==> config.mk <==
export PLATFORM = sky130hd
export DESIGN_NAME = stage_progress_ctrl
export DESIGN_NICKNAME = d
export VERILOG_FILES = /design/src/rtl/stage_progress_ctrl.sv
export SDC_FILE = /design/constraint.sdc
export NUM_CORES = 1
export LEC_CHECK = 0
export CAP_MARGIN = 20
export CORE_MARGIN = 1.5
export CORE_UTILIZATION = 30
export CTS_CLUSTER_DIAMETER = 100
export DETAILED_ROUTE_END_ITERATION = 8
export PLACE_DENSITY = 0.53
export SLEW_MARGIN = 15
export SYNTH_ARGS = -nofsm -noshare
export SYNTH_HDL_FRONTEND = slang
export SYNTH_SLANG_ARGS = --single-unit
==> constraint.sdc <==
create_clock -name clk -period 3.1 [get_ports clk]
set_input_delay 0.93 -clock clk [delete_from_list [all_inputs] [get_ports clk]]
set_output_delay 0.93 -clock clk [all_outputs]
set_load 0.005 [all_outputs]
==> src/rtl/stage_progress_ctrl.sv <==
// Stage/level tracker for the memory game: counts hits, advances stages, flags done/fail.
// Optional idle timeout is enabled by defining STAGE_TIMEOUT_EN.
module stage_progress_ctrl #(
  parameter int NUM_STAGES  = 5,
  parameter int LVL_W       = 3,
  parameter int TIMEOUT_CYC = 1000
) (
  input  logic                  clk,
  input  logic                  reset_n,
  input  logic                  start,
  input  logic                  hit,
  input  logic                  miss,
  output logic [NUM_STAGES-1:0] stage_therm,
  output logic [LVL_W-1:0]      level,
  output logic [LVL_W-1:0]      hit_cnt,
  output logic                  clear,
  output logic                  all_clear,
  output logic                  fail
);

  localparam logic [1:0] S_IDLE = 2'd0;
  localparam logic [1:0] S_PLAY = 2'd1;
  localparam logic [1:0] S_DONE = 2'd2;
  localparam logic [1:0] S_FAIL = 2'd3;

  localparam logic [LVL_W-1:0] LAST = LVL_W'(NUM_STAGES);

  logic [1:0]       state;
  logic [LVL_W-1:0] nxt_hits;
  logic             play;
  logic             timeout;

  assign play     = (state == S_PLAY);
  assign nxt_hits = hit_cnt + 1'b1;

`ifdef STAGE_TIMEOUT_EN
  localparam int TW = $clog2(TIMEOUT_CYC + 1);

  logic [TW-1:0] idle_cnt;

  // Stage advance is always caused by a hit, so hit covers it here.
  always_ff @(posedge clk or negedge reset_n) begin
    if (!reset_n) begin
      idle_cnt <= '0;
    end else if (start || !play || hit) begin
      idle_cnt <= '0;
    end else begin
      idle_cnt <= idle_cnt + 1'b1;
    end
  end

  assign timeout = play && !hit &&
                   (idle_cnt == TW'(TIMEOUT_CYC - 1));
`else
  assign timeout = 1'b0;
`endif

  always_ff @(posedge clk or negedge reset_n) begin
    if (!reset_n) begin
      state     <= S_IDLE;
      level     <= '0;
      hit_cnt   <= '0;
      clear     <= 1'b0;
      all_clear <= 1'b0;
      fail      <= 1'b0;
    end else begin
      clear <= 1'b0;
      if (start) begin
        state     <= S_PLAY;
        level     <= LVL_W'(1);
        hit_cnt   <= '0;
        all_clear <= 1'b0;
        fail      <= 1'b0;
      end else if (play) begin
        if (miss || timeout) begin
          state <= S_FAIL;
          fail  <= 1'b1;
        end else if (hit) begin
          if (nxt_hits != level) begin
            hit_cnt <= nxt_hits;
          end else if (level != LAST) begin
            clear   <= 1'b1;
            level   <= level + 1'b1;
            hit_cnt <= '0;
          end else begin
            state     <= S_DONE;
            all_clear <= 1'b1;
            hit_cnt   <= nxt_hits;
          end
        end
      end
    end
  end

  for (genvar i = 0; i < NUM_STAGES; i++) begin : g_therm
    assign stage_therm[i] = (LVL_W'(i) < level);
  end

endmodule
==> results.md, run 1 <==
- The flow ran to the end, and the final reports show no timing, DRC or antenna violations.
- In this run the critical register-to-register path is launched from hit_cnt[0].
- In the final routed layout, each cell accounts on average for 12.10 um.
- The slew at the pin closest to its max-slew limit is 0.5820 ns.
- At the end of routability-driven placement, the weighted congestion stood at 0.6953.
- STA puts the critical path data arrival time at 1.61 ns.
- The clock tree from TritonCTS is built.
- The register-to-register path setup slack is 1.25 ns.
- The fraction of the yosys area taken by sequential cells is 0.4190.
- The worst hold path cell count is 2.
- In this run the deepest clock path goes through 2 buffers.
- The number of synthesized flops with an enable pin is 0.
- The most used flip-flop cell after synthesis is sky130_fd_sc_hd__dfrtp_1.
- The post-layout net count is 94.
- In this run the most critical hold path is launched from fail.
- A synthesized cell averages 9.953 um^2.
- Measured against its own limit, the worst slew margin works out to 0.6108.
- The worst hold path terminates at fail.
- In this run, the number of DRC markers left after iteration 0 of detailed routing was 8.
- After synthesis the netlist holds a flip-flop and latch count of 11.
- The via count of the first global-routing pass is 553.
- The number of antenna violations at the first check in global routing is 0.
- The floorplan step set the die height to 49.80 um.
- Of the total power, the clock network draws 0.293.
- The first global-routing pass estimated 2408 um of wire.
- The post-synthesis cell area is 656.9 um^2.
- Derived from the worst setup path, the maximum achievable clock frequency is 0.3943 GHz.
- The number of warnings reported in the yosys synthesis log is 0.
- For the worst flop-to-flop path, the logic depth is 5.
- The endpoint of the worst register-to-register path is level[2].
- The commonest non-fill, non-tap cell in the layout is sky130_fd_sc_hd__clkdlybuf4s50_1.
- The area of the die is 0.002480 mm^2.
- The final cycle utilization of the critical path is 0.8182.
- The type of the worst setup path is reg -> out.
- In this run the remaining antenna-violating nets after routing total 0.
- The number of violations of the max-capacitance limit is 0.
- The starting density of the core is 0.3281.
- Of the total power, the share spent switching nets is 0.2846.
- The kind of start point of the critical path is a flop.
- The worst-case hold slack is 0.4994 ns.
- The total number of clock tree sinks is 11.
- The total via count after detailed routing is 540.
- For this design the top-level I/O count stands at 19.
- The cell row count is 16.
- The detailed placement HPWL is 944.5 um.
- At the worst endpoint, the required time is 2.17 ns.
- Clock-pin slew was measured on the worst setup and hold paths at 0.07 ns.
- The maximum fanout along the worst path is 9.
- The clock buffer count from CTS is 3.
- The number of cells upsized or downsized after cts is 0.
- The clock latency at the later pin of the worst-skew pair is 0.27 ns.
- In the final layout, the multi-input gates occupy 357.8 um^2.
- The worst setup skew after layout is 0.005309 ns.
- The class of the worst hold path is reg -> reg.
- After technology mapping, the gate count stands at 66.
- For this run, design rule violations remaining after detail routing come to 0.
- The number of instances in the placed design is 108.
- The sequential power share is 0.471.
- 0 antenna diodes ended up in the layout.
- The maximum number of pins on one net before global-route repair is 18.
- The part of the total power dissipated in combinational logic is 0.236.
- Setup violations remaining at the end of the flow were counted as 0.
- Counting every net in the synthesized netlist gives 74.
- The peak supply drop is 0.2083 mV.
- The final-report hold violation count is 0.
- The CTS H-tree depth is 1.
- Setup repair after global routing left no endpoint under its margin.
- The number of buffers inserted to repair setup after CTS is 0.
- From synthesis to final layout, the design area changed by 34.10%.
- The number of max-slew violations in the final report is 0.
- Clock tree synthesis selected as its root buffer the cell sky130_fd_sc_hd__clkbuf_4.
- Summed over all nets, the switching power comes to 0.09600 mW.
- The detail-routed via count per cell is 4.821.
- After floorplanning, the core was sized to cover 0.002002 mm^2.
- Adding up every negative setup slack in the final design gives 0 ns.
- In the final layout, the share of cells above drive strength 1 is 0.09412.
- The aggregate routed wire length is 1355 um.
- The register area is 275.3 um^2.
- Once layout is complete, the cells apart from fillers number 112.
- The standby leakage power is 0.3770 nW.
- The critical path capture point type is an output port.
- In the layout the commonest cells are sky130_fd_sc_hd__clkdlybuf4s50_1, sky130_fd_sc_hd__dfrtp_1, sky130_fd_sc_hd__nor2_1, sky130_fd_sc_hd__nor2b_1, sky130_fd_sc_hd__nand3b_1.
- The overall overflow remaining after global route is 0.
- The fraction of registers with async set or reset after synthesis is 1.000.
- The floorplan die width is 49.80 um.
- The power per standard cell area is 383.0 mW/mm^2.
- Before antenna repair, the detailed router went through 4 iterations.
- The clock period could shrink to 2.536 ns.
- The total of fill cells in the finished design is 207.
- Cell internal power was estimated by the tool at 0.2413 mW.
- The hold buffer count at CTS is 0.
- After synthesis, the netlist uses 29 different library cells.
- The total routing usage reported by global routing is 0.1280.
- The number of input and output port buffers inserted is 18.
## per-stage QoR
stage	power (mW)	utilization	worst slack (ns)	area, um^2
2_1_floorplan	0.2039	-	1.245	656.9
3_3_place_gp	0.2421	0.4269	0.7356	854.6
3_5_place_dp	0.2416	0.4269	0.6647	854.6
4_1_cts	0.3433	0.4400	0.5458	880.8
5_1_grt	0.3627	0.4400	0.4846	880.8
6_report	0.3373	0.4400	0.5637	880.8
## state kept, by name, summed over array words and instances (netlist names)
signal and cells:
state 2, level 3, fail 1, all_clear 1, clear 1, hit_cnt 3
## cell usage after synthesis (2+ instances only)
cell,n,area share
sky130_fd_sc_hd__ha_1,3,0.057
sky130_fd_sc_hd__nand3b_1,4,0.046
sky130_fd_sc_hd__a31oi_1,2,0.019
sky130_fd_sc_hd__nand3_1,2,0.015
sky130_fd_sc_hd__dfrtp_1,11,0.42
sky130_fd_sc_hd__nand4_1,3,0.029
sky130_fd_sc_hd__nor2_1,6,0.034
sky130_fd_sc_hd__o21ai_0,2,0.015
sky130_fd_sc_hd__o31ai_2,2,0.038
sky130_fd_sc_hd__inv_1,2,0.011
sky130_fd_sc_hd__a21o_1,2,0.023
sky130_fd_sc_hd__or3_1,2,0.019
sky130_fd_sc_hd__and3_1,3,0.029
sky130_fd_sc_hd__nor2b_1,5,0.048
sky130_fd_sc_hd__mux2i_1,2,0.030
sky130_fd_sc_hd__xor2_1,2,0.027
## worst max-delay path by stage
stage,startpoint,to,slack (ns),depth (start not counted)
finish,level[0],stage_therm[0],0.56,2
global route,level[0],stage_therm[0],0.48,2
CTS,level[0],stage_therm[0],0.55,2
detailed placement,miss,level[2],0.66,5
global placement,miss,level[2],0.74,5
floorplan,miss,level[2],1.25,5
## power groups by stage
stage	combinational, mW	clock, mW	sequential [mW]
after floorplan	0.0432	0	0.161
after global placement	0.0795	0	0.163
after detailed placement	0.0795	0	0.162
after CTS	0.0803	0.104	0.159
after global routing	0.0881	0.114	0.161
final	0.0796	0.0988	0.159
## layout make-up
type / count / share of cell area
multi-input combinational: 50 / 0.4062
tap: 27 / 0.03835
inverter: 2 / 0.008523
clock buffer: 4 / 0.02983
sequential: 11 / 0.3125
timing repair buffer: 18 / 0.2045
## cell families after synthesis
logic type / Yosys count / share of synthesized area
multiplexers: 3 / 0.04762
buffers and inverters: 5 / 0.03619
XOR/XNOR: 3 / 0.04001
AND/OR/NAND/NOR: 30 / 0.2743
adder cells (fa/ha/maj): 3 / 0.05715
flip-flops: 11 / 0.4190
AO/OA/AOI/OAI: 11 / 0.1257
## critical path, stage by stage, from the launching register on
cell	delay (ns)
sky130_fd_sc_hd__dfrtp_1	0.48
sky130_fd_sc_hd__or3_1	0.40
sky130_fd_sc_hd__clkdlybuf4s50_1	0.46
## metal layers
metal / up-vias / GRT usage / part of all wire / wire (um)
li1: 270 / - / - / -
met1: 253 / 0.1733 / 0.49 / 666
met2: 15 / 0.1822 / 0.44 / 602
met3: 2 / 0.04545 / 0.054 / 73
met4: 0 / 0.05556 / 0.0089 / 12
met5: - / 0 / 0 / 0
No activity file was read; power rests on OpenSTA's default activity.
==> run 2, diff against run 1 <==
- PLACE_DENSITY: 0.53 -> 0.55
- clock period: 3.1 -> 2.05 ns (I/O delays scaled with it)
==> results.md, run 2 (synthesis gave the netlist of run 1 again) <==
- The flow ran to the end, and the final reports show no timing, DRC or antenna violations.
- The detail-routed via count per cell is 4.820.
- 19 I/O pins were placed.
- Setup total negative slack on the finished layout was measured at 0 ns.
- The first global-routing pass estimated 2697 um of wire.
- Setup repair after global routing left no endpoint under its margin.
- The startpoint identified for the worst hold timing path is all_clear.
- The total of fill cells in the finished design is 209.
- The power per standard cell area is 552.7 mW/mm^2.
- The first detailed-routing pass ran for 2 iterations.
- The region available for standard cell placement spans 0.002002 mm^2.
- For this block, the routed nets add up to 1594 um of wire.
- The maximum clock insertion buffer count is 2.
- The final critical-path required period is 2.011 ns.
- The standby leakage power is 0.4504 nW.
- The first routing iteration left 4 violations.
- The clock buffer count from CTS is 3.
- The maximum number of pins on one net before global-route repair is 12.
- The number of max-slew violations in the final report came to 0.
- The worst-case reg-to-reg path depth is 5.
- The number of antenna violations at the first check in global routing is 0.
- Buffers inserted to repair hold after CTS numbered 0.
- From left edge to right edge, the die measures 49.80 um.
- STA classifies the critical path endpoint as an output port.
- Routability-driven placement finished with a final weighted congestion of 0.7376.
- The detail route stage leaves a number of antenna-violating nets equal to 0.
- Clock tree synthesis selected as its root buffer the cell sky130_fd_sc_hd__clkbuf_4.
- The clock arrives with 0.003593 ns of skew.
- The area added between synthesis and finish is 45.52%.
- The number of input and output port buffers inserted is 18.
- The final routed DRC violation total is 0.
- The die covers 0.002480 mm^2.
- Of the cells placed in the final design, the portion with a size suffix greater than 1 is 0.2000.
- The floorplan has 16 rows.
- The register-to-register path setup slack is 0.23 ns.
- After clock tree synthesis, the clock-pin slew on the worst setup and hold paths is 0.08 ns.
- The worst setup path is launched from a flop.
- The via count of the first global-routing pass is 606.
- The fmax is 0.4973 GHz.
- The clock tree from TritonCTS is built.
- At the later pin of the worst-skew pair, clock insertion delay measures 0.27 ns.
- Summed over all nets, the half-perimeter wirelength after detailed placement is 1149 um.
- The path class of the tightest hold or removal check is reg -> reg.
- Across the VDD grid, the largest voltage drop is 0.2635 mV.
- The final cycle utilization of the critical path is 0.9809.
- The largest registers in the layout are hit_cnt x3, level x3, state x2.
- The worst pin sits at a relative slew slack of 0.6538.
- The tool flagged a number of max-cap violations equal to 0.
- For this run the aggregate overflow at the end of global routing stands at 0.
- The data arrival time of the critical path is 1.40 ns.
- The wire length per cell after detailed routing is 13.07 um.
- The starting density of the core is 0.3281.
- The worst hold path cell count is 2.
- The final-report hold violation count came to 0.
- The capture endpoint of the worst hold path is all_clear.
- In this run the vertical extent of the chip is 49.80 um.
- At the worst endpoint, the required time is 1.43 ns.
- The total routing usage reported by global routing is 0.1464.
- The worst register-to-register path begins at hit_cnt[0].
- The routed layout has 588 vias.
- The tightest hold path in the finished design has a slack of 0.5084 ns.
- For the pin with the worst max-slew slack, the measured transition is 0.5177 ns.
- The antenna diode count is 0.
- In the final design database the tool counted 104 nets.
- In this run the number of H-tree levels came out at 1.
- Setup violations remaining at the end of the flow were counted as 0.
- The top cell types in the final layout, fill and taps aside, are sky130_fd_sc_hd__clkdlybuf4s50_1, sky130_fd_sc_hd__dfrtp_1, sky130_fd_sc_hd__buf_4, sky130_fd_sc_hd__nor2_1, sky130_fd_sc_hd__nor2b_1.
- The endpoint identified for the worst register-to-register timing path is level[2].
- The tree built by TritonCTS fans out to 11 sinks.
- By startpoint and endpoint, the worst setup path is classified as reg -> out.
- The library cell used most frequently in the layout, excluding fill and tap cells, is sky130_fd_sc_hd__clkdlybuf4s50_1.
- In this run the worst path has a maximum fanout of 3.
## run 2: cell types whose count changed in the layout (fill, tap and decap cells not counted), sizes merged
cell / delta
dlymetal6s2s: +1
buf: +10
clkdlybuf4s50: -4
dlygate4sd2: +3
## run 2: worst max path at each step
| stage | startpoint | to | cells past startpoint |
|---|---|---|---|
| after detailed placement | miss | level[2] | 5 |
| after floorplan | hit_cnt[0] | level[2] | 5 |
| after global routing | level[2] | level[2] | 3 |
| final | level[2] | level[2] | 3 |
| after CTS | level[0] | stage_therm[2] | 3 |
| after global placement | miss | level[2] | 5 |
## run 2: critical path: stages (launching register included)
cell	delay (ns)
sky130_fd_sc_hd__dfrtp_2	0.42
sky130_fd_sc_hd__buf_4	0.14
sky130_fd_sc_hd__buf_4	0.12
sky130_fd_sc_hd__clkdlybuf4s50_1	0.43
## run 2: final cells by class
class                           count  area [um^2]  area share
Clock buffer                        4        26.28     0.02749
Inverter                            2        7.507    0.007853
Multi-Input combinational cell     50        357.8      0.3743
Sequential cell                    11        276.5      0.2893
Tap cell                           27        33.78     0.03534
Timing Repair Buffer               28        254.0      0.2657
## run 2: layer usage
metal,routed length (um),vias to the layer above,track usage
met1,740,278,0.1825
met3,86,3,0.03939
li1,-,289,-
met2,743,18,0.2333
met5,0,-,0
met4,23,0,0.06944
## run 2: timing repair
item,4_1_cts,5_1_grt
buffers inserted,2,1
hold endpoints to repair,0,0
setup endpoints to repair,3,3
gates resized for setup,4,1
## run 2: per-stage QoR
stage                     instances  utilization  power, mW  setup slack, ns  instance area [um^2]
after global placement          115       0.4531     0.3806          0.05787                 907.1
final                           122       0.4775     0.5283          0.03909                 955.9
after detailed placement        115       0.4531     0.3810          0.02580                 907.1
after global routing            122       0.4775     0.5616         0.002663                 955.9
after floorplan                  66            -     0.3083           0.3895                 656.9
after CTS                       121       0.4725     0.5351         0.008541                 945.9
## run 2: power breakdown
group	internal [mW]	leakage, nW	switching (mW)
logic	0.0717	0.297	0.0683
registers	0.226	0.139	0.00756
clock network	0.0754	0.0150	0.0791
==> run 3, diff against run 2 <==
- CORE_ASPECT_RATIO: default -> 1.4
- PLACE_DENSITY: 0.55 -> 0.53
- clock period: 2.05 -> 2.3 ns (I/O delays scaled with it)
==> results.md, run 3 (synthesis gave the netlist of run 1 again) <==
- The slew at the pin closest to its max-slew limit is 0.5387 ns.
- The setup TNS after final layout is 0 ns.
- The detail-routed via count per cell is 5.164.
- After layout, the worst setup slack is 0.09866 ns.
- In the final routed layout, each cell accounts on average for 13.76 um.
- The net switching power of the design is 0.1346 mW.
- Setup violations remaining at the end of the flow were counted as 0.
- Hold timing on the final database bottoms out at a slack of 0.5054 ns.
- The peak supply drop is 0.2700 mV.
- The clock reaches the later pin of the worst-skew pair after 0.27 ns.
- The kind of cell with the highest combined delay along the critical path is flip-flops.
- After clock tree synthesis, the clock-pin slew on the worst setup and hold paths is 0.08 ns.
- The maximum number of pins on one net before global-route repair is 12.
- The area of the die is 0.002483 mm^2.
- The area added between synthesis and finish is 37.90%.
- The largest registers in the layout are hit_cnt x3, level x3, state x2.
- The tool flagged a number of max-cap violations equal to 0.
- Summing internal, switching and leakage power gives 0.4680 mW.
- The worst setup slack before clock tree synthesis is 0.1323 ns.
- The number of buffer and inverter instances along the worst setup path is 1.
- The standby leakage power is 0.3935 nW.
- The initial DRC count is 10.
- The worst setup skew after layout is 0.006987 ns.
- The total routing usage reported by global routing is 0.1450.
- The final layout contains 98 nets.
- The relative slew slack is 0.6397.
- The worst path in the final design needs a cycle of 2.201 ns, including I/O delays and setup.
- The detailed placement HPWL is 1119 um.
- The die is 42.55 um wide.
- The number of antenna violations at the first check in global routing is 0.
- The launch instance of the worst min-delay path is fail.
- In this run the power density over the cells is 516.7 mW/mm^2.
- STA classifies the critical path endpoint as an output port.
- Port buffering added 18 buffers.
- The CTS H-tree depth is 1.
- The stage delay of the slowest cell on the critical path is 0.47 ns.
- Leaving out fill and tap cells, the most frequent cells in the layout are sky130_fd_sc_hd__clkdlybuf4s50_1, sky130_fd_sc_hd__dfrtp_1, sky130_fd_sc_hd__nor2_1, sky130_fd_sc_hd__nor2b_1.
- The first global-routing pass estimated 2622 um of wire.
- The final cycle utilization of the critical path is 0.9571.
- Leaving out fill and tap cells, the most frequent cell in the layout is sky130_fd_sc_hd__clkdlybuf4s50_1.
- The count of nets left with antenna violations once routing finished came out at 0.
- The fraction of final layout cells with drive strength greater than 1 is 0.1573.
- For this configuration, the core starts out at a cell density of 0.3251.
- The antenna diode count is 0.
- The sequential power share is 0.451.
- Row generation in the floorplan step produced 19 rows.
- The clock passes through at most 2 buffers.
- The type of the worst setup path is reg -> out.
- For this block, the routed nets add up to 1514 um of wire.
- The net switching fraction of the power is 0.2877.
- The run finished with clean final reports.
- Based on the critical path, the design can be clocked at up to 0.4543 GHz.
- During I/O placement, the number of pins put on the boundary was 19.
- The maximum fanout along the worst path is 11.
- The data required time of the worst path is 1.61 ns.
- Setup repair after global routing left no endpoint under its margin.
- The total overflow left after global routing is 0.
- The number of max-slew violations in the final report was 0.
- Of the total power, the clock network draws 0.289.
- The class of the worst hold path is reg -> reg.
- The final routed DRC violation total is 0.
- Counting every sink on the clock net gives 11.
- The via count of the first global-routing pass is 578.
- The critical register-to-register path startpoint is hit_cnt[0].
- Summing over every cut layer, the via total after detailed routing is 568.
- The data arrival time of the critical path is 1.51 ns.
- The share of total power dissipated in combinational logic is 0.260.
- On the critical path, the stage with the largest delay is an instance of sky130_fd_sc_hd__dfrtp_2.
- The cell-internal power is 0.3334 mW.
- The root buffer cell chosen for the clock tree is sky130_fd_sc_hd__clkbuf_4.
- The clock tree from TritonCTS is built.
- The die is 58.37 um tall.
- The clock buffer count from CTS is 3.
- The routability congestion estimate is 0.6858.
- The final-report hold violation count is 0.
- The number of detailed-routing iterations run before antenna repair is 2.
- The signal on the critical path passes through or3_1 > clkdlybuf4s50_1.
- The kind of start point of the critical path is a flop.
- After floorplanning, the core was sized to cover 0.002021 mm^2.
- The worst setup path startpoint is level[2].
-- run 3: final timing paths --
path / to / slack, ns / depth (start not counted)
min: fail / 0.51 / 2
max reg2reg: level[2] / 0.48 / 5
min reg2reg: fail / 0.51 / 2
max: stage_therm[0] / 0.1 / 2
min in group asynchronous: hit_cnt[0] / 0.76 / 1
max in group asynchronous: level[1] / 1.14 / 1
-- run 3: power groups by stage --
stage	Clock, mW	Combinational, mW	Sequential (mW)
3_5_place_dp	0	0.116	0.216
6_report	0.135	0.122	0.211
2_1_floorplan	0	0.0582	0.217
4_1_cts	0.142	0.117	0.212
5_1_grt	0.158	0.134	0.213
3_3_place_gp	0	0.115	0.215
-- run 3: through the flow --
stage	area, um^2	cells	util
after floorplan	656.9	66	-
after global placement	862.1	104	0.4266
after detailed placement	862.1	104	0.4266
after CTS	888.4	108	0.4396
after global routing	905.9	110	0.4483
final	905.9	110	0.4483
-- run 3: area by class of cell --
class | count | area [um^2]
inverter | 2 | 7.507
timing repair buffer | 22 | 210.2
clock buffer | 4 | 26.28
sequential | 11 | 277.8
tap | 21 | 26.28
fill | 207 | 1115
multi-input combinational | 50 | 357.8
-- run 3: timing repair --
| action | in CTS | in global routing |
|---|---|---|
| setup endpoints to repair | 0 | 1 |
| hold buffers | 0 | 0 |
| setup buffers | 0 | 2 |
| resized for setup | 0 | 2 |
-- run 3: metal layers --
layer	GRT usage	wire length, um	vias up
li1	-	-	280
met1	0.1589	649	273
met2	0.2527	780	13
met3	0.02761	61	2
met4	0.09375	22	0
met5	0	0	-
-- run 3: tightest hold or removal path, stage by stage (launching register included) --
cell	delay, ns
sky130_fd_sc_hd__dfrtp_1	0.35
sky130_fd_sc_hd__a31oi_1	0.04
sky130_fd_sc_hd__nor2_1	0.08
